<file path="src/rtl/seleccion_frecuencia_rep.sv">
// seleccion_frecuencia_rep
// Up/down value selector driven by two raw push buttons. A press is
// debounced, produces one step, and if the button stays held the value
// auto-repeats after an initial delay. Pressing both buttons blocks any
// stepping until both are released.
//
// Optional feature: define SELFREQ_WRAP_EN to make steps past the range
// wrap to the opposite limit; by default the value saturates at the limit.
//
// Ports:
//   clk      single clock, rising edge
//   rst      asynchronous active-low reset
//   ENf      enable; low forces the FSM idle and freezes the value
//   botones  [1] = up, [0] = down, raw (may bounce)
//   f        selected value, registered
//   f_deco   packed BCD of f (tens [7:4], units [3:0]), one cycle behind f
//   lim      high while f sits on F_MIN or F_MAX
//   paso     one-cycle pulse in the cycle f takes a new value
module seleccion_frecuencia_rep #(
    parameter int W       = 6,
    parameter int F_MIN   = 0,
    parameter int F_MAX   = 63,
    parameter int F_INIT  = 0,
    parameter int STEP    = 1,
    parameter int DB_CYC  = 4,
    parameter int REP_DLY = 16,
    parameter int REP_PER = 4
) (
    input  logic         clk,
    input  logic         rst,
    input  logic         ENf,
    input  logic [1:0]   botones,
    output logic [W-1:0] f,
    output logic [7:0]   f_deco,
    output logic         lim,
    output logic         paso
);

    localparam logic [1:0] C_NONE = 2'b00;
    localparam logic [1:0] C_UP   = 2'b10;
    localparam logic [1:0] C_DOWN = 2'b01;
    localparam logic [1:0] C_BOTH = 2'b11;

    localparam int CMAX12 = (DB_CYC > REP_DLY) ? DB_CYC : REP_DLY;
    localparam int CMAX   = (CMAX12 > REP_PER) ? CMAX12 : REP_PER;
    // One spare bit so cnt + 1 never wraps before it is compared.
    localparam int CW     = $clog2(CMAX + 2) + 1;

    localparam logic [W-1:0] F_MIN_W  = W'(F_MIN);
    localparam logic [W-1:0] F_MAX_W  = W'(F_MAX);
    localparam logic [W-1:0] F_INIT_W = W'(F_INIT);

    typedef enum logic [2:0] {
        IDLE,
        DEB,
        STEP1,
        HOLD,
        REP,
        BLOCK
    } state_t;

    state_t         state, state_next;
    logic [CW-1:0]  cnt, cnt_next;
    logic [1:0]     code_q, code_next;
    logic           do_step;
    logic [W-1:0]   f_stepped;
    logic           paso_q;
    logic [W:0]     up_sum;
    logic [W:0]     dn_diff;
    logic           up_ok;
    logic           dn_ok;

    function automatic logic [7:0] to_bcd(input logic [W-1:0] v);
        int unsigned n;
        n = 32'(v);
        return {4'(n / 10), 4'(n % 10)};
    endfunction

    // State, shared counter, latched button code and the output registers.
    always_ff @(posedge clk or negedge rst) begin
        if (!rst) begin
            state  <= IDLE;
            cnt    <= '0;
            code_q <= C_NONE;
            f      <= F_INIT_W;
            f_deco <= to_bcd(F_INIT_W);
            paso_q <= 1'b0;
        end else begin
            state  <= state_next;
            cnt    <= cnt_next;
            code_q <= code_next;
            f      <= f_stepped;
            f_deco <= to_bcd(f);
            paso_q <= (f_stepped != f);
        end
    end

    // Next-state logic. The single counter is reused as debounce count,
    // hold-delay count and repeat-period count; every transition into a
    // new phase reloads it. Both-buttons and disable override all states.
    always_comb begin
        state_next = state;
        cnt_next   = cnt;
        code_next  = code_q;
        do_step    = 1'b0;
        if (!ENf) begin
            state_next = IDLE;
            cnt_next   = '0;
        end else if (botones == C_BOTH) begin
            state_next = BLOCK;
            cnt_next   = '0;
        end else begin
            case (state)
                IDLE: begin
                    if (botones == C_UP || botones == C_DOWN) begin
                        state_next = DEB;
                        cnt_next   = CW'(1);
                        code_next  = botones;
                    end
                end
                DEB: begin
                    if (botones != code_q) begin
                        state_next = IDLE;
                        cnt_next   = '0;
                    end else if (cnt + CW'(1) >= CW'(DB_CYC)) begin
                        state_next = STEP1;
                        cnt_next   = '0;
                    end else begin
                        cnt_next = cnt + CW'(1);
                    end
                end
                // The press is already accepted, so this step happens even
                // if the button is released on this very cycle.
                STEP1: begin
                    do_step    = 1'b1;
                    state_next = HOLD;
                    cnt_next   = '0;
                end
                HOLD: begin
                    if (botones != code_q) begin
                        state_next = IDLE;
                        cnt_next   = '0;
                    end else if (cnt == CW'(REP_DLY)) begin
                        do_step    = 1'b1;
                        state_next = REP;
                        cnt_next   = '0;
                    end else begin
                        cnt_next = cnt + CW'(1);
                    end
                end
                REP: begin
                    if (botones != code_q) begin
                        state_next = IDLE;
                        cnt_next   = '0;
                    end else if (cnt == CW'(REP_PER - 1)) begin
                        do_step  = 1'b1;
                        cnt_next = '0;
                    end else begin
                        cnt_next = cnt + CW'(1);
                    end
                end
                BLOCK: begin
                    if (botones == C_NONE) begin
                        state_next = IDLE;
                    end
                end
                default: begin
                    state_next = IDLE;
                    cnt_next   = '0;
                end
            endcase
        end
    end

    // Range checks one bit wider than f. A down step below zero borrows
    // into bit W, which marks it as out of range.
    always_comb begin
        up_sum  = {1'b0, f} + (W+1)'(STEP);
        dn_diff = {1'b0, f} - (W+1)'(STEP);
        up_ok   = (up_sum <= (W+1)'(F_MAX));
        dn_ok   = !dn_diff[W] && (dn_diff[W-1:0] >= F_MIN_W);
    end

    // Value update for an accepted step, including the out-of-range policy.
    always_comb begin
        f_stepped = f;
        if (do_step) begin
            if (code_q == C_UP) begin
                if (up_ok) begin
                    f_stepped = up_sum[W-1:0];
                end else begin
`ifdef SELFREQ_WRAP_EN
                    f_stepped = F_MIN_W;
`else
                    f_stepped = f;
`endif
                end
            end else begin
                if (dn_ok) begin
                    f_stepped = dn_diff[W-1:0];
                end else begin
`ifdef SELFREQ_WRAP_EN
                    f_stepped = F_MAX_W;
`else
                    f_stepped = f;
`endif
                end
            end
        end
    end

    assign lim  = (f == F_MIN_W) || (f == F_MAX_W);
    assign paso = paso_q & ENf;

endmodule

</file>
<file path="config.mk">
export PLATFORM = sky130hd
export DESIGN_NAME = seleccion_frecuencia_rep
export DESIGN_NICKNAME = d
export VERILOG_FILES = /design/src/rtl/seleccion_frecuencia_rep.sv
export SDC_FILE = /design/constraint.sdc
export NUM_CORES = 1
export LEC_CHECK = 0
export ABC_AREA = 1
export BUFFER_PORTS_ARGS = -buffer_cell sky130_fd_sc_hd__buf_2
export CORE_ASPECT_RATIO = 0.5
export CORE_MARGIN = 4
export CORE_UTILIZATION = 58
export CTS_CLUSTER_SIZE = 10
export DETAILED_ROUTE_END_ITERATION = 8
export PLACE_DENSITY = 0.89
export SYNTH_ARGS = -nofsm -noshare
export SYNTH_HDL_FRONTEND = slang
export SYNTH_SLANG_ARGS = --single-unit
</file>
<file path="constraint.sdc">
create_clock -name clk -period 3 [get_ports clk]
set_clock_uncertainty 0.2 [all_clocks]
set_input_delay 0.15 -clock clk [delete_from_list [all_inputs] [get_ports clk]]
set_output_delay 0.15 -clock clk [all_outputs]
set_load 0.005 [all_outputs]
</file>
==> metrics.yaml <==
yosys:
  async_flop_share: 1.00
  netlist-cell-type-count: 32
  ys.flop_type: "dfrtp_1"
  syn_avg_cell_area_um2: 6.96
  syn_area_mm2: 0.00189
  syn_nets: 287
  synth_enable_flop_cells: 0
  syn_inst: 272
  ys_ff_latch: 25
  ys.warnings.count: 0
  yosysSeqAreaShare: 0.330
global_route:
  grt_pass1_wl_mm: 7.69
  grt_use_met1: 0.274
  antenna_found_initial: 0
  grt_max_degree: 26
  gr-usage-all-layers: 0.223
  grt_pass1_vias: 1764
  met2_usage: 0.387
  overflow: 0
  use_met3: 0.0508
  top_usage_layer: "met2"
setup_path:
  crit_chain: "nor2_4 > inv_1 > ha_1 > o21ai_2 > nand2_2 > nor2_4 > nand2_1 > nand2_2 > inv_1 > ha_1 > nand3b_1 > nand2_1 > nand2_1 > nand2_1"
  worstSetupPathType: "reg2reg"
  cpMostUsedCell: "nand2_1"
  reg2reg_slack_ns: 0.48
  required_ns: 3.01
  arrival_ns: 2.54
  slowest_delay_ns: 0.51
  ff2ff_path_depth: 14
  slowest_stage: "dfrtp_1"
  crit_path_end_kind: "flip-flop"
  critPathMaxFanout: 10
  start_kind: "flip-flop"
run:
  cap_viol_max_count: 0
sta:
  finalSetupTns_ns: 0
  setup_violations: 0
  fmax_mhz: 396
  rsz0062_at_grt: "false"
  worst_pin_slew_ns: 0.563
  maxSlewViolCount: 0
  layout_worst_path_cycle_share: 0.842
  max-slew-margin-rel: 0.624
  finalHoldViolations: 0
  min_period_ns: 2.52
  setup_slack_ns: 0.475
detailed_routing:
  num_vias: 1858
  ant_nets: 0
  wl_mm: 4.37
  drc: 0
  first_pass_iters: 4
  routedWlPerCell_um: 13.1
  drt_iter0_drc: 93
  via_per_inst: 5.58
final_layout:
  drive_gt1_frac: 0.140
  n_fill_cell: 232
  nNetsFinal: 309
  final_cell_mix: "nand2_1 (68), inv_1 (38), o21ai_0 (26)"
  seq_area_um2: 626
  multi_input_area_mm2: 0.00109
  antennaDiodeCount: 0
  final_common_cell: "nand2_1"
  area_growth_pct: 10.1
placement:
  pre_cts_ws_ns: 0.511
  gp_congestion: 0.889
  dpl.hpwl_mm: 3.17
  io_buffers: 19
cts:
  root_buffer: "clkbuf_8"
  clk_pin_slew_worst_paths_ns: 0.10
  cts_max_level: 1
  cts_tree: "done"
  clock-sinks: 25
  clock_latency_ns: 0.28
  numCtsBuffers: 3
  post_cts_buffers: 0
  cts_max_path_buffers: 2
  post_cts_resized: 0
floorplanning:
  die-area_mm2: 0.00430
  initial_core_util: 0.618
  coreArea_mm2: 0.00307
  die-width_um: 88.8
  fp-row-count: 14
  io_pins: 21
  die_y_um: 48.4
power:
  power.static_leakage_nw: 1.07
  p_per_area_mw_per_mm2: 1000
  ir_drop_mv: 0.526
hold_path:
  hold_depth: 3
  hold_class: "in2reg"
run_status:
  status: "finished clean"
power by group:
part	switching [mW]	internal, mW
Clock	0.117	0.0943
Combinational	0.799	0.467
Sequential	0.156	0.453
flip-flops by register name (all words and copies together), names as in the netlist:
register and flops:
code_q 2, f_deco 7, cnt 6, paso_q 1, state 3, f 6
critical path: cells and delay by family, from the launching register on:
family          cells  cell delay [ns]
fa+ha+maj           2             0.48
simple gates        9             0.97
buf+inv             2             0.13
compound gates      1             0.17
flops               1             0.51
metal layers:
metal | part of all wire | wire [um] | vias to the layer above
li1 | - | - | 915
met1 | 0.42 | 1830 | 857
met2 | 0.51 | 2220 | 76
met3 | 0.060 | 261 | 10
met4 | 0.013 | 57 | 0
met5 | 0 | 0 | -
timing repair:
action,4_1_cts,5_1_grt
hold buffers,3,0
hold endpoints to repair,28,0
setup endpoints to repair,0,0
logic make-up after synthesis:
kind of cell / Yosys count / share of synthesized area
flops: 25 / 0.330
xor+xnor: 10 / 0.0462
buf+inv: 45 / 0.0964
other cells: 1 / 0.00198
simple gates: 136 / 0.320
compound gates: 45 / 0.139
fa+ha+maj: 10 / 0.0661
per-stage QoR:
step                      area (um2)  utilization  hold WS, ns  power, mW  cells
after floorplan                 1890            -       -0.346       1.56    272
after global placement          2010        0.655      -0.0319       1.78    326
after detailed placement        2010        0.655      -0.0194       1.85    326
after CTS                       2090        0.680       0.0207       2.08    333
after global routing            2090        0.680       0.0444       2.30    333
final                           2090        0.680       0.0157       2.09    333
final cells by class:
class,count,area share
Clock inverter,1,0.00360
Multi-Input combinational cell,202,0.521
Clock buffer,3,0.0198
Sequential cell,25,0.300
Tap cell,40,0.0240
Timing Repair Buffer,22,0.0600
Inverter,40,0.0720
synth_stat cells, types with 2 or more instances:
library cell | count | area share
a21oi_1 | 8 | 0.021
buf_4 | 3 | 0.012
dfrtp_1 | 25 | 0.33
ha_1 | 10 | 0.066
inv_1 | 38 | 0.075
inv_2 | 2 | 0.0040
nand2_1 | 68 | 0.13
nand2_2 | 5 | 0.017
nand3_1 | 24 | 0.063
nand4_1 | 3 | 0.0099
nor2_1 | 24 | 0.048
nor2_4 | 3 | 0.018
nor3_1 | 4 | 0.011
o21ai_0 | 26 | 0.069
o21ai_2 | 2 | 0.0092
o22ai_1 | 2 | 0.0066
or2_2 | 2 | 0.0066
xnor2_1 | 2 | 0.0092
xor2_1 | 8 | 0.037
path summary, 6_finish.rpt:
kind                                       from                    end
min reg2reg                state[0]$_DFFE_PN0P_   state[0]$_DFFE_PN0P_
min in group asynchronous                   rst     cnt[4]$_DFFE_PN0P_
max in group asynchronous                   rst    f_deco[5]$_DFF_PN0_
max reg2reg                      f[3]$_DFF_PN0_    f_deco[3]$_DFF_PN0_
max                              f[3]$_DFF_PN0_    f_deco[3]$_DFF_PN0_
min                                  botones[0]  code_q[0]$_DFFE_PN0P_
Power figures use the tool's default switching activity.
